===== src/rtl/real_clock_hms.sv =====
// Real-time clock core: prescaler, sec/min/hr (24h or 12h+pm), hh:mm alarm, pause, range-checked loads.
// Latency: loads and advances land on the next clk edge; alarm_pulse/load_err are registered one-cycle strobes.
// Backpressure: none; every write is accepted or rejected in the cycle it is presented.
module real_clock_hms #(
  parameter int TICKS_PER_SEC = 50_000_000,
  parameter bit HOUR_24       = 1'b1
) (
  input  logic       clk,
  input  logic       reset,
  input  logic       load,
  input  logic [2:0] addrs,
  input  logic [5:0] data_in,
  output logic [5:0] seconds_out,
  output logic [5:0] minutes_out,
  output logic [4:0] hours_out,
  output logic       pm_out,
  output logic       tick_1hz,
  output logic       alarm_pulse,
  output logic       load_err
);

  localparam int             PW      = $clog2(TICKS_PER_SEC);
  localparam logic [PW-1:0]  PRE_MAX = PW'(TICKS_PER_SEC - 1);
  localparam logic [4:0]     HR_RST  = HOUR_24 ? 5'd0 : 5'd12;

  localparam logic [2:0] A_SEC  = 3'd0;
  localparam logic [2:0] A_MIN  = 3'd1;
  localparam logic [2:0] A_HR   = 3'd2;
  localparam logic [2:0] A_AMIN = 3'd3;
  localparam logic [2:0] A_AHR  = 3'd4;
  localparam logic [2:0] A_CTRL = 3'd5;

  logic [PW-1:0] presc;
  logic [5:0]    sec, min, amin;
  logic [4:0]    hr, ahr;
  logic          pm, apm;
  logic          alarm_en, run;

  logic          hr_ok, addr_ok, wr_ok;
  logic          ld_sec, ld_min, ld_hr, ld_amin, ld_ahr, ld_ctrl;
  logic [4:0]    hr_load;
  logic          pm_load;
  logic          carry_min, carry_hr;
  logic [5:0]    sec_n, min_n;
  logic [4:0]    hr_n;
  logic          pm_n;
  logic          alarm_hit;

  assign tick_1hz = run & (presc == PRE_MAX);

  // 12h hour writes carry the pm flag in bit 5; 24h writes are plain 0..23.
  assign hr_ok   = HOUR_24 ? (data_in <= 6'd23)
                           : ((data_in[4:0] != 5'd0) && (data_in[4:0] <= 5'd12));
  assign hr_load = data_in[4:0];
  assign pm_load = HOUR_24 ? 1'b0 : data_in[5];

  always_comb begin
    addr_ok = 1'b0;
    case (addrs)
      A_SEC, A_MIN, A_AMIN: addr_ok = (data_in <= 6'd59);
      A_HR, A_AHR:          addr_ok = hr_ok;
      A_CTRL:               addr_ok = 1'b1;
      default:              addr_ok = 1'b0;
    endcase
  end

  assign wr_ok   = load & addr_ok;
  assign ld_sec  = wr_ok & (addrs == A_SEC);
  assign ld_min  = wr_ok & (addrs == A_MIN);
  assign ld_hr   = wr_ok & (addrs == A_HR);
  assign ld_amin = wr_ok & (addrs == A_AMIN);
  assign ld_ahr  = wr_ok & (addrs == A_AHR);
  assign ld_ctrl = wr_ok & (addrs == A_CTRL);

  // A loaded field swallows its own carry-out, so higher fields stay put.
  assign carry_min = tick_1hz & (sec == 6'd59) & ~ld_sec;
  assign carry_hr  = carry_min & (min == 6'd59) & ~ld_min;

  always_comb begin
    sec_n = sec;
    if (ld_sec)
      sec_n = data_in;
    else if (tick_1hz)
      sec_n = (sec == 6'd59) ? 6'd0 : sec + 6'd1;
  end

  always_comb begin
    min_n = min;
    if (ld_min)
      min_n = data_in;
    else if (carry_min)
      min_n = (min == 6'd59) ? 6'd0 : min + 6'd1;
  end

  always_comb begin
    hr_n = hr;
    pm_n = pm;
    if (ld_hr) begin
      hr_n = hr_load;
      pm_n = pm_load;
    end else if (carry_hr) begin
      if (HOUR_24) begin
        hr_n = (hr == 5'd23) ? 5'd0 : hr + 5'd1;
      end else begin
        hr_n = (hr == 5'd12) ? 5'd1 : hr + 5'd1;
        if (hr == 5'd11)
          pm_n = ~pm;
      end
    end
  end

  assign alarm_hit = tick_1hz & ~(ld_sec | ld_min | ld_hr) & alarm_en & (sec_n == 6'd0)
                   & (min_n == amin) & (hr_n == ahr) & (pm_n == apm);

  always_ff @(posedge clk or negedge reset) begin
    if (!reset) begin
      presc       <= '0;
      sec         <= 6'd0;
      min         <= 6'd0;
      hr          <= HR_RST;
      pm          <= 1'b0;
      amin        <= 6'd0;
      ahr         <= HR_RST;
      apm         <= 1'b0;
      alarm_en    <= 1'b0;
      run         <= 1'b1;
      alarm_pulse <= 1'b0;
      load_err    <= 1'b0;
    end else begin
      if (ld_sec)
        presc <= '0;
      else if (run)
        presc <= (presc == PRE_MAX) ? '0 : presc + 1'b1;
      sec <= sec_n;
      min <= min_n;
      hr  <= hr_n;
      pm  <= pm_n;
      if (ld_amin)
        amin <= data_in;
      if (ld_ahr) begin
        ahr <= hr_load;
        apm <= pm_load;
      end
      if (ld_ctrl) begin
        alarm_en <= data_in[0];
        run      <= data_in[1];
      end
      alarm_pulse <= alarm_hit;
      load_err    <= load & ~addr_ok;
    end
  end

  assign seconds_out = sec;
  assign minutes_out = min;
  assign hours_out   = hr;
  assign pm_out      = pm;

endmodule


===== config.mk =====
export PLATFORM = sky130hd
export DESIGN_NAME = real_clock_hms
export DESIGN_NICKNAME = d
export VERILOG_FILES = /design/src/rtl/real_clock_hms.sv
export SDC_FILE = /design/constraint.sdc
export NUM_CORES = 1
export LEC_CHECK = 0
export ABC_CLOCK_PERIOD_IN_PS = 2800
export BUFFER_PORTS_ARGS = -buffer_cell sky130_fd_sc_hd__buf_4
export CORE_MARGIN = 2
export CORE_UTILIZATION = 47
export CTS_BUF_LIST = sky130_fd_sc_hd__clkbuf_2 sky130_fd_sc_hd__clkbuf_4 sky130_fd_sc_hd__clkbuf_8
export DETAILED_ROUTE_END_ITERATION = 10
export GPL_TIMING_DRIVEN = 0
export PLACE_DENSITY_LB_ADDON = 0.05
export SLEW_MARGIN = 20
export SYNTH_ARGS = -nofsm -noshare
export SYNTH_HDL_FRONTEND = slang
export SYNTH_SLANG_ARGS = --single-unit

===== constraint.sdc =====
create_clock -name clk -period 2.8 [get_ports clk]
set_input_delay 0.28 -clock clk [delete_from_list [all_inputs] [get_ports clk]]
set_output_delay 0.28 -clock clk [all_outputs]
set_load 0.03 [all_outputs]

# After elaboration in Yosys (flattened, before gate mapping)
# Cells that the tools add are included.
# totals
word_cells	73
output_inout_bits	21
register_bits	59
# classes
add_sub_neg	4
n_reduce_logical	5
magnitude_cmp	2
eq_ne	11
n_bitwise	26
muxes	14
# op_table
op	n
two-way mux 26 bit	3
two-way mux 6 bit	6
adder 26 x 1 -> 26 bit (second input constant)	1
== test 26 bit (second input constant)	1
AND 1 bit	19
two-way mux 5 bit	3
adder 6 x 1 -> 6 bit (second input constant)	2
== test 6 bit (second input constant)	2
== test 3 x 2 -> 1 bit (second input constant)	2
== test 3 bit (second input constant)	2
== test 6 bit	1
less-or-equal comparator 6 x 5 -> 1 bit (second input constant)	1
less-or-equal comparator 6 bit (second input constant)	1
logical NOT 6 bit	1
adder 5 x 1 -> 5 bit (second input constant)	1
== test 5 bit	1
== test 5 bit (second input constant)	1
NOT 1 bit	5
== test 3 x 1 -> 1 bit (second input constant)	1
logical NOT 3 bit	1
one-hot mux 1 bit (3 select lines)	1
OR reduction 3 bit	1
bitwise OR 1 bit	2
nonzero test 2 bit	1
other kinds (2)	2

# Longest topological paths before layout
# Gate-level depths: netlist (run 1).
# logic_depth
depth_word	14
depth_mapped	11
ltp_nobuf	10

# Worst setup path before layout (run 1)
# Ideal clock, no wire load.
# synth_timing
path_type	register -> register
from	register presc[0]
to	register alarm_pulse
path_slack_ps	-108
path_stages_with_launch	10
synth_period_minus_slack_ps	2908
setup_time_ps	96
arrival_time_ps	2813
cell_sequence	dfrtp_1 -> ha_1 -> and4_1 -> nand4_1 -> or4_1 -> or3_1 -> xor2_1 -> o311ai_1 -> or4_1 -> nor4_2
# synth_between
elab_chain_cells	11
elab_cells_between_ends	21
# synth_rtl
element	line_no	source
start, declared	33	logic [PW-1:0] presc;
start signal, assigned	133	presc <= (presc == PRE_MAX) ? '0 : presc + 1'b1;
== test 26 bit *	49	assign tick_1hz = run & (presc == PRE_MAX);
AND 1 bit *	49	
AND 1 bit (2 in series)	76	assign carry_min = tick_1hz & (sec == 6'd59) & ~ld_sec;
AND 1 bit (2 in series)	77	assign carry_hr = carry_min & (min == 6'd59) & ~ld_min;
two-way mux 5 bit	101	end else if (carry_hr) begin
two-way mux 5 bit	98	if (ld_hr) begin
== test 5 bit	113	& (min_n == amin) & (hr_n == ahr) & (pm_n == apm);
AND 1 bit * (2 in series)	113	
net alarm_hit	47	logic alarm_hit;
end signal, assigned	148	alarm_pulse <= alarm_hit;
end, declared	18	output logic alarm_pulse,
# The timed path passes the listed nets; every way through them passes the cells marked *.
# A chain may end at the register's enable or synchronous reset.

# Worst setup path in the final report (run 1)
# layout_timing
from	register presc[1]
to	register alarm_pulse
# The elaborated chain is that of the path after synthesis.

==> results_tabular.tex, run 1 <==
\begin{tabular}{lr}
\hline
Metric & Value \\
\hline
\multicolumn{2}{l}{\textbf{Status}} \\
Result of the run & complete, but fails checks \\
Failing checks & negative setup slack \\
\multicolumn{2}{l}{\textbf{Placement}} \\
Detail Placement HPWL & 7878 um \\
GP Congestion & 0.9388 \\
Cell count after placement & 570 \\
Placed instance area & 0.004158 mm2 \\
Number of port buffers & 31 \\
\multicolumn{2}{l}{\textbf{STA}} \\
Number of hold violations in the final report & 0 \\
Tmin final & 3050 ps \\
Max-slew headroom at the worst pin & 34.12\% \\
Maximum frequency from static timing analysis & 327.9 MHz \\
Max-slew violation count & 0 \\
Final worst setup slack & -249.5 ps \\
Setup repair after global routing missed its margin & yes \\
Worst-margin pin slew & 980.7 ps \\
Period Utilization, post-route & 108.9\% \\
Worst-case clock skew & 11.68 ps \\
Sum Neg Setup Slack & -249.5 ps \\
Endpoints failing setup & 1 \\
\multicolumn{2}{l}{\textbf{Job}} \\
Max-cap violation count & 0 \\
\multicolumn{2}{l}{\textbf{Cells and area}} \\
Final core occ & 58.44\% \\
Commonest cells after routing, fill and taps aside & sky130\_fd\_sc\_hd\_\_dfrtp\_1, sky130\_fd\_sc\_hd\_\_nand2\_1, sky130\_fd\_sc\_hd\_\_buf\_4, sky130\_fd\_sc\_hd\_\_nor2\_1, sky130\_fd\_sc\_hd\_\_a21oi\_1 \\
\# diodes & 0 \\
Fraction of layout cells with a size suffix above 1 & 20.69\% \\
Signed area change from the synthesized netlist to the final layout & 19.70\% \\
Post-route standard cell area excluding fillers & 0.004539 mm2 \\
Final net count & 504 \\
Most common cell after layout, fill and taps aside & sky130\_fd\_sc\_hd\_\_dfrtp\_1 \\
Layout Cells excl Fill & 595 \\
\multicolumn{2}{l}{\textbf{Floorplan}} \\
Number of top-level design ports & 33 \\
Core region area & 0.007767 mm2 \\
Chip height & 93.83 um \\
Floorplan die width & 93.83 um \\
Total Die Area & 0.008803 mm2 \\
Initial Utilization & 48.82\% \\
Core Rows & 32 \\
\multicolumn{2}{l}{\textbf{Drt}} \\
Remaining number of nets flagged by the antenna check after routing & 0 \\
Number of DRC markers after the initial detailed-route iteration & 255 \\
Vias & 3621 \\
WL/cell & 18.41 um \\
DRC viols & 0 \\
Routed via count divided by cell count & 6.086 \\
First-pass detailed-route iteration total & 6 \\
Total length of routed wires & 10960 um \\
\multicolumn{2}{l}{\textbf{Global route}} \\
Pin count of the biggest net entering global routing & 60 \\
Total grt overflow & 0 \\
Met1 Track Usage GR & 41.82\% \\
Met3 layer usage reported by global route & 3.852\% \\
Antenna violations before repair & 0 \\
Met2 usage & 36.07\% \\
Number of global-route vias before repair & 3307 \\
Global-route total usage across every layer & 26.17\% \\
Global-route wire length before repair & 17660 um \\
Busiest metal layer after global routing & met1 \\
\multicolumn{2}{l}{\textbf{Clock tree}} \\
Clock network latency to the later pin of the worst-skew pair & 340 ps \\
Clock tree from TritonCTS & yes \\
Number of buffers between clock root and the deepest sink & 2 \\
Clock Sink Count & 59 \\
Root Buffer & sky130\_fd\_sc\_hd\_\_clkbuf\_8 \\
H-tree depth reported by CTS & 3 \\
Clock buffer count from CTS & 9 \\
Clock-pin slew on the worst setup and hold paths & 70 ps \\
Post-CTS Hold Fix Bufs & 0 \\
\multicolumn{2}{l}{\textbf{Logic synthesis}} \\
Yosys warning total & 0 \\
Most used DFF post-synth & sky130\_fd\_sc\_hd\_\_dfrtp\_1 \\
Post-synthesis async set-or-reset flop share & 100.0\% \\
Synth Register Bits & 59 \\
Gate count of the mapped netlist & 437 \\
Post-synth EDFFs & 0 \\
Mean post-synth cell area & 8.678 um2 \\
Register area share after synthesis & 38.96\% \\
Mapped Nets & 453 \\
Synthesized area & 0.003792 mm2 \\
Number of different library cells in the post-synthesis netlist & 68 \\
\multicolumn{2}{l}{\textbf{Pwr}} \\
Max VDD drop & 458.3 uV \\
Areal power density over the cells & 643.8 mW/mm2 \\
Leak & 1.833 nW \\
\multicolumn{2}{l}{\textbf{Critical path}} \\
CP Class & flop to flop \\
Worst-case register-to-register setup slack & -250 ps \\
CP Data Arrival Time & 3280 ps \\
Startpoint of the worst register-to-register path & presc[1]\$\_DFFE\_PN0P\_ \\
Worst reg2reg endpoint & alarm\_pulse\$\_DFF\_PN0\_ \\
Element type at the critical path start & flop \\
Largest fanout of any net on the critical path & 5 \\
Logic depth of the worst register-to-register path & 10 \\
Required time at the endpoint of the critical path & 3030 ps \\
CP endpoint kind & flop \\
\multicolumn{2}{l}{\textbf{Worst hold path}} \\
Class of the tightest hold or removal check & input port to asynchronous set/reset pin \\
\hline
\end{tabular}
==> through the flow <==
step / power [W] / hold WS [ps] / setup WS, ps
2_1_floorplan: 0.001666 / -15.59 / 2.530
3_3_place_gp: 0.001946 / 407.5 / -576.4
3_5_place_dp: 0.001959 / 412.5 / -549.4
4_1_cts: 0.002907 / 43.94 / -258.6
5_1_grt: 0.003075 / 82.33 / -343.2
6_report: 0.002922 / 9.777 / -249.5
==> where the power goes <==
| part | switching (W) | internal [W] |
|---|---|---|
| Clock | 0.000353 | 0.000546 |
| Combinational | 0.000512 | 0.000355 |
| Sequential | 0.000166 | 0.000990 |
==> sequential cells by signal (all words and copies together), names as in the netlist, 5 cells and up <==
signal       cells
seconds_out      6
hours_out        5
presc           26
ahr              5
minutes_out      6
amin             6
==> kinds of logic (layout without fill, tap and decap cells) <==
logic type / Yosys count / in the layout / share of synthesized area (%)
XOR/XNOR: 11 / 11 / 2.540
buffers and inverters: 30 / 86 / 3.332
AO/OA/AOI/OAI: 116 / 116 / 20.03
adder cells (fa/ha/maj): 4 / 4 / 1.320
AND/OR/NAND/NOR: 203 / 203 / 29.79
flip-flops: 59 / 59 / 38.96
multiplexers: 14 / 14 / 4.025
==> cell type report <==
type / instances / area (um2)
Timing Repair Buffer: 40 / 300.3
Multi-Input combinational cell: 348 / 2272
Clock buffer: 12 / 152.6
Clock inverter: 4 / 73.82
Fill cell: 717 / 3228
Tap cell: 102 / 127.6
Sequential cell: 59 / 1484
Buffer: 20 / 91.34
Inverter: 10 / 37.54
==> timing repair <==
| item | in CTS | in global routing |
|---|---|---|
| buffers inserted | 6 | 3 |
| pin swaps | 12 | 3 |
| setup endpoints to repair | 21 | 6 |
| resized for setup | 18 | 4 |
| gates cloned | 0 | 0 |
==> worst max path at each step <==
stage                              from                     to  slack [ps]  cells past startpoint
2_1_floorplan  seconds_out[1]$_DFF_PN0_  alarm_pulse$_DFF_PN0_           3                      9
6_report           presc[1]$_DFFE_PN0P_  alarm_pulse$_DFF_PN0_        -250                     10
3_3_place_gp       presc[0]$_DFFE_PN0P_  alarm_pulse$_DFF_PN0_        -580                     10
5_1_grt           presc[16]$_DFFE_PN0P_  alarm_pulse$_DFF_PN0_        -340                      9
4_1_cts           presc[11]$_DFFE_PN0P_  alarm_pulse$_DFF_PN0_        -260                      8
3_5_place_dp       presc[0]$_DFFE_PN0P_  alarm_pulse$_DFF_PN0_        -550                     10
==> Yosys cell counts (3+ instances only) <==
cell type	n	area share, %
sky130_fd_sc_hd__a211oi_1	3	0.59
sky130_fd_sc_hd__dfrtp_1	58	38
sky130_fd_sc_hd__and4_1	5	1.2
sky130_fd_sc_hd__or3_1	4	0.66
sky130_fd_sc_hd__a31oi_1	5	0.82
sky130_fd_sc_hd__o21ai_1	11	1.5
sky130_fd_sc_hd__nor2b_1	6	0.99
sky130_fd_sc_hd__nor2_1	34	3.4
sky130_fd_sc_hd__mux2_2	10	3.0
sky130_fd_sc_hd__or4_1	5	0.99
sky130_fd_sc_hd__nand3_1	23	3.0
sky130_fd_sc_hd__mux2i_1	4	1.1
sky130_fd_sc_hd__and3_1	13	2.1
sky130_fd_sc_hd__a21oi_1	27	3.6
sky130_fd_sc_hd__o211ai_1	3	0.59
sky130_fd_sc_hd__xnor2_1	6	1.4
sky130_fd_sc_hd__nand4_1	13	2.1
sky130_fd_sc_hd__o21ai_0	20	2.6
sky130_fd_sc_hd__nand2b_1	8	1.3
sky130_fd_sc_hd__nand2_1	53	5.2
sky130_fd_sc_hd__a41oi_1	3	0.69
sky130_fd_sc_hd__nor4_2	5	1.6
sky130_fd_sc_hd__xor2_1	5	1.2
sky130_fd_sc_hd__nor3_1	8	1.1
sky130_fd_sc_hd__o31ai_1	14	2.8
sky130_fd_sc_hd__nor4_1	3	0.49
sky130_fd_sc_hd__inv_1	9	0.89
sky130_fd_sc_hd__ha_1	4	1.3
sky130_fd_sc_hd__o21a_1	3	0.59
sky130_fd_sc_hd__and2_1	9	1.5
sky130_fd_sc_hd__clkbuf_1	16	1.6
==> worst max-delay path: stages, from the launching register on <==
cell and delay [ps]:
sky130_fd_sc_hd__dfrtp_1 370, sky130_fd_sc_hd__ha_2 210, sky130_fd_sc_hd__and4_4 240, sky130_fd_sc_hd__nand4_1 90, sky130_fd_sc_hd__buf_4 170, sky130_fd_sc_hd__or4_4 470, sky130_fd_sc_hd__or3_4 410, sky130_fd_sc_hd__xor2_2 140
sky130_fd_sc_hd__o311ai_2 110, sky130_fd_sc_hd__or4_4 530, sky130_fd_sc_hd__nor4_4 190
==> routing by layer <==
layer | vias to the layer above | wire length [um]
met2 | 105 | 4610
met1 | 1769 | 5616
li1 | 1734 | -
met4 | 0 | 137
met3 | 13 | 591
met5 | - | 0
Note: power is estimated with default switching activity, not from simulation.
==> run 2, diff against run 1 <==
--- a/config.mk
+++ b/config.mk
@@ -10,9 +10,12 @@
 export CORE_MARGIN = 2
 export CORE_UTILIZATION = 47
 export CTS_BUF_LIST = sky130_fd_sc_hd__clkbuf_2 sky130_fd_sc_hd__clkbuf_4 sky130_fd_sc_hd__clkbuf_8
+export CTS_CLUSTER_DIAMETER = 40
 export DETAILED_ROUTE_END_ITERATION = 10
 export GPL_TIMING_DRIVEN = 0
+export HOLD_SLACK_MARGIN = 0.12
 export PLACE_DENSITY_LB_ADDON = 0.05
+export SKIP_CTS_REPAIR_TIMING = 1
 export SLEW_MARGIN = 20
 export SYNTH_ARGS = -nofsm -noshare
 export SYNTH_HDL_FRONTEND = slang
==> run 2 against run 1 <==
The flow still finishes with violations (negative setup slack). Clock skew is 2.3 ps higher. Clock power hardly changed. Critical path type unchanged. Power is 0.59% lower. Die area stayed put. Routed wire length is 0.54% lower. Non-clock buffer count is 1 lower. Critical endpoint unchanged. Final cell count is 0.17% lower.
==> results_tabular.tex, run 2 (synthesis results as in run 1) <==
\begin{tabular}{lr}
\hline
Metric & Value \\
\hline
\multicolumn{2}{l}{\textbf{Cells and area}} \\
Most common cell after layout, fill and taps aside & sky130\_fd\_sc\_hd\_\_dfrtp\_1 \\
Filler cell count & 711 (-0.84\%) \\
Post-route standard cell area excluding fillers & 0.004504 mm2 (-0.77\%) \\
Final net count & 503 (-0.20\%) \\
Top register by number of flip-flops & presc \\
\# diodes & 0 (unchanged) \\
Sequential standard cell area & 0.001479 mm2 (-0.34\%) \\
Area of the multi-input gates & 0.002247 mm2 (-1.1\%) \\
Commonest cells after routing, fill and taps aside & sky130\_fd\_sc\_hd\_\_dfrtp\_1, sky130\_fd\_sc\_hd\_\_nand2\_1, sky130\_fd\_sc\_hd\_\_buf\_4, sky130\_fd\_sc\_hd\_\_nor2\_1, sky130\_fd\_sc\_hd\_\_a21oi\_1 \\
Number of flip-flops under the largest register name & 26 (unchanged) \\
Signed area change from the synthesized netlist to the final layout & 18.77\% \\
Fraction of layout cells with a size suffix above 1 & 18.90\% (-1.8 points) \\
\multicolumn{2}{l}{\textbf{STA}} \\
Endpoints failing setup & 2 (+1) \\
Period Utilization, post-route & 113.5\% (+4.6 points) \\
Setup repair after global routing missed its margin & yes \\
Tmin final & 3178 ps (+128.1 ps) \\
Minimum hold slack & 205.1 ps (+195.4 ps) \\
Worst-case clock skew & 13.95 ps (+2.267 ps) \\
Sum Neg Setup Slack & -389.8 ps (-140.3 ps) \\
Final worst setup slack & -377.6 ps (-128.1 ps) \\
Number of hold violations in the final report & 0 (unchanged) \\
Maximum frequency from static timing analysis & 314.7 MHz (-4.0\%) \\
Worst-margin pin slew & 951.0 ps (-29.74 ps) \\
Max-slew headroom at the worst pin & 36.11\% (+2.0 points) \\
Max-slew violation count & 0 (unchanged) \\
\multicolumn{2}{l}{\textbf{Clock tree}} \\
Number of buffers between clock root and the deepest sink & 2 (unchanged) \\
Root Buffer & sky130\_fd\_sc\_hd\_\_clkbuf\_8 \\
Clock tree from TritonCTS & yes \\
Clock-pin slew on the worst setup and hold paths & 70 ps (about the same) \\
H-tree depth reported by CTS & 3 (unchanged) \\
Clock Sink Count & 59 (unchanged) \\
Clock network latency to the later pin of the worst-skew pair & 350 ps (about the same) \\
Clock buffer count from CTS & 9 (unchanged) \\
\multicolumn{2}{l}{\textbf{Critical path}} \\
Element type at the critical path start & flop \\
Required time at the endpoint of the critical path & 3030 ps (about the same) \\
Buf/Inv on CP & 1 (unchanged) \\
Largest fanout of any net on the critical path & 5 (unchanged) \\
Critical-path cell list & ha\_2, and4\_4, nand4\_1, buf\_4, nor4\_4, mux2i\_2, xnor2\_1, a221o\_1, a211o\_1, nor4\_4 \\
Crit path max-delay cell type & sky130\_fd\_sc\_hd\_\_nor4\_4 \\
CP endpoint kind & flop \\
Crit path max-delay family & simple AND/OR/NAND/NOR gates \\
Worst-case register-to-register setup slack & -380 ps (-130 ps) \\
Delay of the slowest cell on the worst path & 490 ps (-40 ps) \\
Logic depth of the worst register-to-register path & 10 (unchanged) \\
CP Data Arrival Time & 3410 ps (+130 ps) \\
Worst reg2reg endpoint & alarm\_pulse\$\_DFF\_PN0\_ \\
Critical path's most frequent cell & sky130\_fd\_sc\_hd\_\_nor4\_4 \\
CP Class & flop to flop \\
Startpoint of the worst register-to-register path & presc[1]\$\_DFFE\_PN0P\_ \\
\multicolumn{2}{l}{\textbf{Worst hold path}} \\
Endpoint with the worst hold slack & load\_err\$\_DFF\_PN0\_ \\
Worst min-delay path startpoint & load \\
Class of the tightest hold or removal check & input port to flop \\
Hold Path Cell Cnt & 2 \\
\multicolumn{2}{l}{\textbf{Floorplan}} \\
Total Die Area & 0.008803 mm2 (unchanged) \\
Floorplan die width & 93.83 um (unchanged) \\
Number of top-level design ports & 33 (unchanged) \\
Chip height & 93.83 um (unchanged) \\
Initial Utilization & 48.82\% (unchanged) \\
Core region area & 0.007767 mm2 (unchanged) \\
Core Rows & 32 (unchanged) \\
\multicolumn{2}{l}{\textbf{Pwr}} \\
Areal power density over the cells & 645.0 mW/mm2 (+0.18\%) \\
Total Power & 0.002905 W (-0.59\%) \\
Max VDD drop & 476.5 uV (+4.0\%) \\
Leak & 1.826 nW (-0.39\%) \\
\multicolumn{2}{l}{\textbf{Drt}} \\
Met2 wire length & 4575 um (-0.76\%) \\
Uppermost layer routed & met4 \\
Met3 wire len & 594 um (+0.51\%) \\
Vias & 3590 (-0.86\%) \\
First-pass detailed-route iteration total & 5 (-1) \\
Remaining number of nets flagged by the antenna check after routing & 0 (unchanged) \\
WL/cell & 18.34 um (-0.37\%) \\
Number of DRC markers after the initial detailed-route iteration & 324 (+27\%) \\
DRC viols & 0 (unchanged) \\
Total length of routed wires & 10900 um (-0.54\%) \\
Routed via count divided by cell count & 6.044 (-0.69\%) \\
Met1 wire length & 5591 um (-0.45\%) \\
\multicolumn{2}{l}{\textbf{Global route}} \\
Antenna violations before repair & 0 (unchanged) \\
Global-route total usage across every layer & 25.77\% (-0.40 points) \\
Total grt overflow & 0 (unchanged) \\
Number of global-route vias before repair & 3250 (-1.7\%) \\
Pin count of the biggest net entering global routing & 60 (unchanged) \\
Global-route wire length before repair & 17370 um (-1.6\%) \\
\multicolumn{2}{l}{\textbf{Status}} \\
Result of the run & complete, but fails checks \\
Failing checks & negative setup slack \\
\multicolumn{2}{l}{\textbf{Job}} \\
Max-cap violation count & 0 (unchanged) \\
\multicolumn{2}{l}{\textbf{Placement}} \\
Number of port buffers & 31 (unchanged) \\
Placed instance area & 0.004158 mm2 (unchanged) \\
GP Congestion & 0.9388 (unchanged) \\
Post-Place Setup Slack & -549.4 ps (unchanged) \\
Detail Placement HPWL & 7878 um (unchanged) \\
\hline
\end{tabular}
[run 2: cell types whose count changed in the layout (fill, tap and decap cells not counted), sizes merged]
| cell | previous run | this run |
|---|---|---|
| buf | 45 | 43 |
| dlygate4sd3 | 0 | 1 |
[run 2: power by group]
| part | switching, W | internal, W |
|---|---|---|
| clock | 0.000350 | 0.000546 |
| combinational | 0.000506 | 0.000347 |
| sequential | 0.000167 | 0.000990 |
[run 2: how the worst max path moves through the flow]
stage                                  start                    end  depth (start not counted)
floorplan           seconds_out[1]$_DFF_PN0_  alarm_pulse$_DFF_PN0_                          9
global placement        presc[0]$_DFFE_PN0P_  alarm_pulse$_DFF_PN0_                         10
detailed placement      presc[0]$_DFFE_PN0P_  alarm_pulse$_DFF_PN0_                         10
CTS                     presc[0]$_DFFE_PN0P_  alarm_pulse$_DFF_PN0_                         10
global route            presc[1]$_DFFE_PN0P_  alarm_pulse$_DFF_PN0_                         10
finish                  presc[1]$_DFFE_PN0P_  alarm_pulse$_DFF_PN0_                         10
[run 2: layout make-up]
type / instances / area share [%]
buffer: 20 / 2.028
clock buffer: 12 / 3.389
clock inverter: 4 / 1.639
inverter: 10 / 0.8333
multi-input combinational: 348 / 49.89
sequential: 59 / 32.83
tap: 102 / 2.833
timing repair buffer: 39 / 6.556
[run 2: routing by layer]
metal	up-vias	track usage, %
met2	114	35.00
li1	1731	-
met1	1731	41.42
met3	14	4.013
met4	0	7.729
met5	-	0
[run 2: through the flow]
| stage | util [%] | instances |
|---|---|---|
| after global placement | 53.53 | 570 |
| after global routing | 57.99 | 594 |
| after detailed placement | 53.53 | 570 |
| after CTS | 56.44 | 586 |
| after floorplan | - | 437 |
| final | 57.99 | 594 |
